[config.mk]
export PLATFORM = sky130hd
export DESIGN_NAME = sargantana_set_ram_ctrl
export DESIGN_NICKNAME = d
export VERILOG_FILES = /design/src/rtl/sargantana_set_ram_ctrl.sv
export SDC_FILE = /design/constraint.sdc
export NUM_CORES = 1
export LEC_CHECK = 0
export BUFFER_PORTS_ARGS = -buffer_cell sky130_fd_sc_hd__buf_4
export CORE_AREA = 3 3 408 410
export DETAILED_ROUTE_END_ITERATION = 10
export DIE_AREA = 0 0 411 413
export PLACE_DENSITY = 0.3
export SYNTH_ARGS = -nofsm -noshare
export SYNTH_HDL_FRONTEND = slang
export SYNTH_SLANG_ARGS = --single-unit
[constraint.sdc]
create_clock -name clk_i -period 3 [get_ports clk_i]
set_clock_uncertainty 0.2 [all_clocks]
set_input_delay 0.15 -clock clk_i [delete_from_list [all_inputs] [get_ports clk_i]]
set_output_delay 0.15 -clock clk_i [all_outputs]
set_load 0.02 [all_outputs]
[src/rtl/sargantana_set_ram_ctrl.sv]
// Set-RAM port controller: arbitrates fetch reads, refill writes
// and a zero-fill flush sweep onto one single-port set RAM.
module sargantana_set_ram_ctrl #(
   parameter int ICACHE_DEPTH = 64,
   parameter int SET_WIDHT    = 32*8,
   parameter int ADDR_WIDHT   = 6
) (
   input  logic                  clk_i,
   input  logic                  rst_i,
   input  logic                  flush_i,
   output logic                  busy_o,
   output logic                  flush_done_o,
   input  logic                  rd_req_i,
   input  logic [ADDR_WIDHT-1:0] rd_addr_i,
   output logic                  rd_gnt_o,
   output logic                  rd_valid_o,
   output logic [SET_WIDHT-1:0]  rd_data_o,
   input  logic                  wr_req_i,
   input  logic [ADDR_WIDHT-1:0] wr_addr_i,
   input  logic [SET_WIDHT-1:0]  wr_data_i,
   output logic                  wr_gnt_o,
   output logic                  ram_req_o,
   output logic                  ram_we_o,
   output logic [ADDR_WIDHT-1:0] ram_addr_o,
   output logic [SET_WIDHT-1:0]  ram_data_o,
   input  logic [SET_WIDHT-1:0]  ram_data_i
);

   typedef enum logic [1:0] {
      IDLE,
      FLUSH,
      DONE
   } state_t;

   localparam logic [ADDR_WIDHT-1:0] LAST =
      ADDR_WIDHT'(ICACHE_DEPTH - 1);

   state_t                state_q, state_d;
   logic [ADDR_WIDHT-1:0] cnt_q, cnt_d;
   logic                  rd_valid_q, rd_valid_d;

   // State, sweep counter and read-valid registers
   always_ff @(posedge clk_i) begin
      if (rst_i) begin
         state_q    <= IDLE;
         cnt_q      <= '0;
         rd_valid_q <= 1'b0;
      end else begin
         state_q    <= state_d;
         cnt_q      <= cnt_d;
         rd_valid_q <= rd_valid_d;
      end
   end

   // Next state, arbitration and RAM-side drive
   always_comb begin
      state_d      = state_q;
      cnt_d        = cnt_q;
      ram_req_o    = 1'b0;
      ram_we_o     = 1'b0;
      ram_addr_o   = '0;
      ram_data_o   = '0;
      rd_gnt_o     = 1'b0;
      wr_gnt_o     = 1'b0;
      flush_done_o = 1'b0;
      unique case (state_q)
         IDLE: begin
            if (flush_i) begin
               state_d = FLUSH;
            end else if (wr_req_i) begin
               ram_req_o  = 1'b1;
               ram_we_o   = 1'b1;
               ram_addr_o = wr_addr_i;
               ram_data_o = wr_data_i;
               wr_gnt_o   = 1'b1;
            end else if (rd_req_i) begin
               ram_req_o  = 1'b1;
               ram_addr_o = rd_addr_i;
               rd_gnt_o   = 1'b1;
            end
         end
         FLUSH: begin
            ram_req_o  = 1'b1;
            ram_we_o   = 1'b1;
            ram_addr_o = cnt_q;
            if (cnt_q == LAST) begin
               cnt_d   = '0;
               state_d = DONE;
            end else begin
               cnt_d = cnt_q + 1'b1;
            end
         end
         DONE: begin
            flush_done_o = 1'b1;
            state_d      = IDLE;
         end
         default: begin
            state_d = IDLE;
            cnt_d   = '0;
         end
      endcase
   end

   // Read data is only presented alongside its valid strobe
   always_comb begin
      rd_valid_d = rd_gnt_o;
      busy_o     = (state_q != IDLE);
      rd_valid_o = rd_valid_q;
      rd_data_o  = rd_valid_q ? ram_data_i : '0;
   end

endmodule
; Yosys cells after proc, flatten, opt, wreduce, memory -nomap -nowiden
; Cells that the tools add are included.
[op_classes]
n_reduce_logical = 4
eq_ne = 5
add_sub_neg = 1
mux = 25
[op_table]
columns = cell, count
row1 = 256-bit two-way mux, 4
row2 = 6-bit two-way mux, 4
row3 = 6-bit one-hot mux with 2 select lines, 2
row4 = 1-bit two-way mux, 10
row5 = "6-bit by 1-bit adder with 6-bit output, second input constant", 1
row6 = "6-bit == test, second input constant", 1
row7 = 2-bit two-way mux, 2
row8 = "2-bit inequality test, second input constant", 2
row9 = 1-bit one-hot mux with 2 select lines, 2
row10 = 2-bit one-hot mux with 2 select lines, 1
row11 = "2-bit by 1-bit == test with 1-bit output, second input constant", 1
row12 = "2-bit == test, second input constant", 1
row13 = 2-bit logical NOT, 1
row14 = 2-bit AND reduction, 1
row15 = 2-bit nonzero test, 1
row16 = 2-bit OR reduction, 1
[word_totals]
out_inout_bits = 525
ff_bits = 9
input_bits = 529

; Logic depth before layout (Yosys ltp)
; Gate-level depths: netlist (run 1).
[logic_depth]
word_depth = 4
mapped_depth = 5

; Worst setup path before layout (run 1)
; OpenSTA, ideal clock, no wires.
[synth_path]
path_type = register -> output
from = register state_q[1]
to = output port ram_addr_o[1]
path_buffers = 1
slack_ps = 1121
arrival_time_ps = 1529
stages_incl_launch_ff = 5
cell_sequence = dfxtp_1 -> buf_6 -> or2_4 -> nor4b_4 -> a21o_1
[synth_via]
elab_chain_len = 2
word_cells_on_any_way = 3
[synth_rtl]
columns = item, line_no
row1 = start: declaration, 38  ; state_t state_q, state_d;
row2 = start signal: assignment, 49  ; state_q <= state_d;
row3 = 2-bit by 1-bit == test with 1-bit output or 2-bit logical NOT (tied branches), 66  ; unique case (state_q)
row4 = 6-bit one-hot mux with 2 select lines *, 66
row5 = end: declaration, 24  ; output logic [ADDR_WIDHT-1:0] ram_addr_o,
; Mark *: on every way between the ends. The rest lies on a longest branch, timed or not.

; Final worst setup path (run 1)
[layout_path]
from = register state_q[0]
to = output port ram_data_o[47]
[layout_via]
elab_chain_len = 2
[layout_rtl]
columns = item, line_no
row1 = 2-bit logical NOT, 66
row2 = 256-bit two-way mux, 66
row3 = end: declaration, 25  ; output logic [SET_WIDHT-1:0] ram_data_o,
; Every way passes these cells.

==> results of run 1 <==
==> worst paths after layout <==
check	cells after the start	slack [ps]	to
setup / recovery	5	420	ram_data_o[47]
hold / removal	3	50	state_q[0]
setup reg to reg	3	1270	cnt_q[5]
hold reg to reg	2	360	cnt_q[0]
==> area by class of cell <==
class,instances,area [um^2]
Clock buffer,3,75.1
Timing Repair Buffer,1068,8120
Clock inverter,1,5.00
Inverter,1,3.75
Antenna cell,37,92.6
Tap cell,2175,2720
Multi-Input combinational cell,567,3620
Sequential cell,9,184
Fill cell,19100,148000
==> power by group through the flow <==
stage                     registers (uW)  clock network (uW)  logic, uW
final                                137                 254       1510
after floorplan                      129                   0        441
after detailed placement             140                   0       1530
after global placement               140                   0       1530
after global routing                 138                 273       1610
after CTS                            138                 266       1530
==> synth_stat cells, types with 2 or more instances <==
| library cell | instances |
|---|---|
| a22o_1 | 5 |
| a22oi_1 | 2 |
| buf_2 | 4 |
| nand2b_1 | 2 |
| nand3b_1 | 2 |
| and3_1 | 2 |
| dfxtp_1 | 9 |
| and2_1 | 512 |
| buf_6 | 12 |
| nand2_1 | 3 |
| nor2b_1 | 5 |
| a21o_1 | 6 |
| a21oi_1 | 5 |
| clkbuf_2 | 2 |
| nand3_1 | 2 |
| clkbuf_1 | 44 |
| nor2_1 | 3 |
==> stage by stage <==
step / cell area [um^2] / instances / hold WS (ps) / utilization [%]
6_report: 14800 / 3861 / 52.2 / 9.11
5_1_grt: 14800 / 3832 / 88.4 / 9.06
4_1_cts: 14700 / 3824 / 64.3 / 9.05
3_5_place_dp: 14600 / 3819 / 251 / 9.00
3_3_place_gp: 14600 / 3819 / 248 / 9.00
2_1_floorplan: 4130 / 639 / 119 / -
==> cells by family after synthesis <==
family | count (synthesis) | share of synthesized area [%]
AO/OA/AOI/OAI | 27 | 5.03
adder cells (fa/ha/maj) | 1 | 0.303
buffers and inverters | 63 | 8.09
flip-flops | 9 | 4.36
multiplexers | 1 | 0.242
AND/OR/NAND/NOR | 538 | 82.0
==> tightest hold or removal path, stage by stage <==
cell	delay [ps]
buf_4	140
nor2_1	80
a2111oi_0	70
==> per-layer routing <==
metal | track usage [%] | up-vias | wire length (um)
met5 | 0 | - | 453
met4 | 3.06 | 70 | 2530
met3 | 9.19 | 245 | 16900
met2 | 20.3 | 720 | 53000
met1 | 11.9 | 3972 | 38000
li1 | - | 3994 | -
==> state kept, by name, indices dropped and copies added (netlist names) <==
name / flops
rd_valid_o: 1
cnt_q: 6
state_q: 2
==> qor.csv, run 1 <==
metric;value;unit
fp.dieW;411;um
critPathSlowestCell;buf_4;
num_vias;9001;
core;0.163;mm^2
start_util;2.54;%
grt_use_total;12.2;%
cp.arrival;2230;ps
synth_top_cell_area_share;77.6;%
reg2reg_from;state_q[0];
power_density;128;mW/mm^2
synth-seq-area-share;4.36;%
vias_per_cell;2.33;
fmax;387;MHz
clock_latency;250;ps
htreeDepth;1;
period_needed;2580;ps
drtIter0Drc;449;
fin_nets;2180;
layout_setup_ws;416;ps
ios;1054;
final_common_cell;buf_4;
clk_pin_slew_worst_paths;50;ps
cp.required;2650;ps
p_seq_share;7.2;%
dp_slack;630;ps
drive_above_1_share;65.3;%
avgSynthCellArea;6.46;um^2
grt_first_pass_wirelength;127;mm
synth_area_leader_cell;and2_1;
cp_max_fo;64;
syn_inst;639;
hold_start;flush_i;
cts_tree;built;
hp-class;input pin to flip-flop;
drtPass1Iterations;4;
cellLeakagePower;0.00728;uW
finalPower;1900;uW
relSlewSlack;55.1;%
hold_buffers;1;
post-route-period-util;86.1;%
p_clk_share;13.4;%
crit_top_cell;buf_4;
synth.yosys.warnings;0;
rsz0062_at_grt;no;
synth_seq_cells;9;
setup_tns;0;ps
ys.flop_type;dfxtp_1;
syn-num-nets;1169;
setup.worst_path.start;state_q[0];
core.rowCount;148;
hold_violations;0;
slowest_delay;460;ps
synth_area;0.00413;mm^2
p_int;1060;uW
clock_sink_count;9;
synth-edff-count;0;
comb_power_share;79.4;%
p_sw;842;uW
die_h;413;um
place_congestion;0.899;
final_max_slew_viol_count;0;
synthToLayoutAreaGrowth;259;%
portBuffers;1053;
startpoint_type;flip-flop;
cts_made_buffers;3;
drc;0;
clk_path_buf_depth;2;
yosys-top-cells-area;and2_1 (78%), dfxtp_1 (4.4%), clkbuf_1 (4.0%);
status;complete, no violations;
critical-path-top-delay-family;buffers and inverters;
ys_async_sr_fraction;0;%
post_cts.repair.setup_buffers;0;
ir_worst_vdd;0.122;mV
hpwl;105;mm
antenna_found_initial;172;
grt_pass1_vias;8741;
max-cap-violations;0;
tightest_slew;673;ps
cts_resized;0;
gr-total-overflow;0;
root_buffer;clkbuf_16;
crit_chain;nor4b_4 -> buf_12 -> buf_4 -> and2_1 -> buf_4;
critical_path_class;flip-flop to output port;
ant_nets;0;
wl;111;mm
synth_cell_types;36;
dieArea;0.170;mm^2
swShare;44.3;%
crit_buf_inv;3;
finalSetupViolCount;0;
routedWlPerCell;28.7;um
worst_setup_path_end_kind;output port;
grt_max_degree;116;
layout_common_cells;buf_4 (1059), and2_1 (512), dfxtp_1 (8), buf_12 (8), a21o_1 (6);
(Power assumes the default switching activity.)
==> run 2, diff against run 1 <==
==> config.mk (replaced) <==
export PLATFORM = sky130hd
export DESIGN_NAME = sargantana_set_ram_ctrl
export DESIGN_NICKNAME = d
export VERILOG_FILES = /design/src/rtl/sargantana_set_ram_ctrl.sv
export SDC_FILE = /design/constraint.sdc
export NUM_CORES = 1
export LEC_CHECK = 0
export CORE_AREA = 3 3 412 414
export DETAILED_ROUTE_END_ITERATION = 10
export DIE_AREA = 0 0 415 417
export DONT_BUFFER_PORTS = 1
export PLACE_DENSITY = 0.3
export SETUP_SLACK_MARGIN = 0.02
export SYNTH_ARGS = -nofsm -noshare
export SYNTH_HDL_FRONTEND = slang
export SYNTH_SLANG_ARGS = --single-unit
==> run 2 against run 1 <==
  * Worst hold slack improved by 230 ps
  * Clock power is 7.9% lower
  * Non-clock buffer count down 1033
  * Sequential cell count unchanged
==> qor.csv, run 2 (same netlist as run 1, synthesis figures left out) <==
metric;value;unit
antenna_found_initial;327;
drtPass1Iterations;5;
cp_max_fo;14;
fin_nets;1147;
cp.arrival;2550;ps
relSlewSlack;45.2;%
synthToLayoutAreaGrowth;75.6;%
core.rowCount;150;
cp.required;2970;ps
num_vias;6484;
cts_resized;0;
grt_first_pass_wirelength;125;mm
routedWlPerCell;39.1;um
finalSetupViolCount;0;
hold_buffers;3;
status;complete, no violations;
finalPower;953;uW
layout_common_cells;and2_1 (512), buf_4 (28), dfxtp_1 (8), a21o_1 (6);
slowest_delay;720;ps
grt_use_total;12.4;%
critPathSlowestCell;nor4b_4;
cellLeakagePower;0.00201;uW
wl;115;mm
portBuffers;0;
largest_reg_flops;6;
critical_path_class;flip-flop to flip-flop;
die_h;417;um
fp.dieW;415;um
power_density;131;mW/mm^2
clk_path_buf_depth;2;
ios;1054;
final_max_slew_viol_count;0;
worst_setup_path_end_kind;flip-flop;
crit_chain;or2_4 -> nor4b_4 -> nor2b_1 -> dlygate4sd3_1;
htreeDepth;1;
start_util;2.48;%
hold_violations;0;
grt_pass1_vias;4701;
dieArea;0.173;mm^2
drc;0;
core;0.167;mm^2
place_congestion;1.18;
vias_per_cell;2.21;
ant_nets;0;
root_buffer;clkbuf_16;
final_common_cell;and2_1;
drtIter0Drc;585;
clock_latency;230;ps
fmax;387;MHz
clock_sink_count;9;
cts_tree;built;
drive_above_1_share;6.66;%
post_cts.repair.setup_buffers;0;
hp-class;input pin to output port;
rsz0062_at_grt;no;
setup_tns;0;ps
max-cap-violations;0;
tightest_slew;819;ps
startpoint_type;flip-flop;
ir_worst_vdd;0.144;mV
grt_max_degree;121;
clk_pin_slew_worst_paths;40;ps
post-route-period-util;86.2;%
gr-total-overflow;0;
period_needed;2580;ps
cts_made_buffers;3;
top_register;cnt_q;
-- run 2: worst max-delay path: cells and delay by family (launching register included) --
family | cells | cell delay (ps)
and+or+nand+nor | 3 | 1320
buffers and inverters | 1 | 550
DFF | 1 | 450
-- run 2: path summary, 6_finish.rpt --
path / from / to / slack, ps / cells past startpoint
worst max-delay path: state_q[0] / rd_valid_o / 420 / 4
worst min register to register: cnt_q[5] / cnt_q[5] / 330 / 1
worst min-delay path: wr_data_i[32] / ram_data_o[32] / 290 / 1
worst max register to register: state_q[0] / rd_valid_o / 420 / 4
-- run 2: cell type report --
| type | instances | area [um^2] |
|---|---|---|
| repair buffers | 35 | 328 |
| flip-flops and latches | 9 | 184 |
| diodes | 109 | 273 |
| clock buffers | 4 | 78.8 |
| inverters | 1 | 3.75 |
| multi-input cells | 567 | 3630 |
| fillers | 19900 | 159000 |
| well taps | 2204 | 2760 |
-- run 2: layer usage --
layer	share of wire, %	up-vias	wire length, um	global-route usage, %
met5	0.86	-	985	1.22
met4	2.8	114	3210	0.195
met3	22	574	24700	12.8
met2	46	1089	52600	21.2
met1	29	2683	33000	10.5
li1	-	2024	-	-
-- run 2: where the power goes --
part           internal, uW  switching (uW)
registers               123            8.57
clock network           178            56.9
logic                   126             460
-- run 2: per-stage QoR --
| step | std cells | utilization [%] | worst slack, ps | instance area (um^2) | hold WS [ps] |
|---|---|---|---|---|---|
| after floorplan | 639 | - | 1120 | 4130 | 119 |
| after global placement | 2813 | 4.12 | 728 | 6870 | 26.7 |
| after detailed placement | 2813 | 4.12 | 678 | 6870 | 26.1 |
| after CTS | 2820 | 4.19 | 370 | 6980 | 287 |
| after global routing | 2887 | 4.29 | 267 | 7150 | 289 |
| final | 2929 | 4.35 | 415 | 7250 | 286 |
==> run 3, diff against run 2 <==
==> constraint.sdc (replaced) <==
create_clock -name clk_i -period 3.1 [get_ports clk_i]
set_clock_uncertainty 0.2 [all_clocks]
set_input_delay 0.155 -clock clk_i [delete_from_list [all_inputs] [get_ports clk_i]]
set_output_delay 0.155 -clock clk_i [all_outputs]
set_load 0.02 [all_outputs]
==> run 3 against run 2 <==
  * Wire length about the same
  * First-iteration DRC count unchanged
  * Worst hold slack better by 10 ps
  * Largest cell class unchanged
  * Critical path depth unchanged
  * Final cell count down 1.2%
  * Critical endpoint unchanged
  * Utilization down 0.11 points
  * Combinational power down 3%
  * Sequential power about the same
  * Clock power down 3%
==> qor.csv, run 3 (same netlist as run 1, synthesis figures left out) <==
metric;value;unit
post-route-period-util;84.3;%
clock_sink_count;9;
met2_wirelength;52.5;mm
cp_max_fo;14;
cp.arrival;2580;ps
dp_cells;2791;
top_layer_used;met5;
ios;1054;
clock_latency;230;ps
startpoint_type;flip-flop;
tightest_slew;856;ps
stdcell_count;2893;
hold_violations;0;
finalSetupViolCount;0;
wl_met1;34.2;mm
rsz0062_at_grt;no;
ir_worst_vdd;0.186;mV
worst_setup_path_end_kind;flip-flop;
routedWlPerCell;39.6;um
final_common_cell;and2_1;
fin_nets;1125;
largest_reg_flops;6;
cp.required;3070;ps
relSlewSlack;42.7;%
ant_nets;0;
power_density;131;mW/mm^2
critical-path-top-delay-family;simple AND/OR/NAND/NOR gates;
vias_per_cell;2.15;
cellLeakagePower;0.00190;uW
drtPass1Iterations;8;
clk_pin_slew_worst_paths;40;ps
fmax;383;MHz
drc;0;
gr-total-overflow;0;
drtIter0Drc;585;
cts_resized;0;
top_register;cnt_q;
critical_path_class;flip-flop to flip-flop;
cts_tree;built;
final_max_slew_viol_count;0;
htreeDepth;1;
dieArea;0.173;mm^2
layout_common_cells;and2_1 (512), dfxtp_1 (8), a21o_1 (6);
place_congestion;1.16;
core;0.167;mm^2
critPathSlowestCell;nor4b_4;
post_cts.repair.setup_buffers;0;
slowest_delay;750;ps
setup_tns;0;ps
start_util;2.48;%
crit_buf_inv;1;
num_vias;6214;
clk_path_buf_depth;2;
cts_made_buffers;3;
synthToLayoutAreaGrowth;71.1;%
status;complete, no violations;
grt_use_total;12.4;%
period_needed;2610;ps
max-cap-violations;0;
grt_max_degree;120;
fp.dieW;415;um
root_buffer;clkbuf_16;
wl_met3;23.9;mm
antenna_found_initial;315;
grt_first_pass_wirelength;125;mm
wl;115;mm
hp-class;input pin to output port;
grt_pass1_vias;4593;
crit_chain;or2_4 -> nor4b_4 -> nor2b_1 -> dlygate4sd3_1;
core.rowCount;150;
portBuffers;0;
drive_above_1_share;3.20;%
die_h;417;um
==> run 3: cell types whose count changed in the layout (fill, tap and decap cells not counted), sizes merged <==
cell	before	now
diode	109	95
buf	32	10
==> run 3: cell type report <==
| class | instances | area, um^2 |
|---|---|---|
| inverters | 1 | 3.75 |
| well taps | 2204 | 2760 |
| fillers | 19900 | 160000 |
| flip-flops and latches | 9 | 184 |
| clock buffers | 4 | 78.8 |
| multi-input cells | 567 | 3630 |
| repair buffers | 13 | 175 |
| diodes | 95 | 238 |
==> run 3: where the power goes <==
part           total [uW]  switching (uW)  internal, uW
logic                 568             457           111
registers             131            11.7           119
clock network         227            55.2           172
total                 926             524           402
==> run 3: path summary, 6_finish.rpt <==
| check | end | from | slack [ps] | depth (start not counted) |
|---|---|---|---|---|
| max | rd_valid_o | state_q[0] | 490 | 4 |
| min | ram_data_o[6] | wr_data_i[6] | 300 | 1 |
| max reg2reg | rd_valid_o | state_q[0] | 490 | 4 |
| min reg2reg | cnt_q[5] | cnt_q[5] | 340 | 1 |
==> run 3: layer usage <==
layer	track usage [%]	up-vias
met5	1.06	-
met4	1.03	102
met2	20.9	1077
met3	12.1	544
met1	11.0	2531
li1	-	1960
==> run 3: timing repair <==
action	in CTS	in global routing
hold buffers	3	0
hold endpoints to repair	9	0
endpoints found under the setup margin	0	0
==> run 3: through the flow <==
step                hold WS (ps)  total power, uW  cell area, um^2  utilization, %  setup WS, ps
floorplan                    124              552             4130               -          1220
global placement            29.3              698             6720            4.03           798
detailed placement          31.0              701             6720            4.03           758
CTS                          297              938             6830            4.10           454
global route                 299              962             6940            4.16           408
finish                       296              926             7060            4.24           488
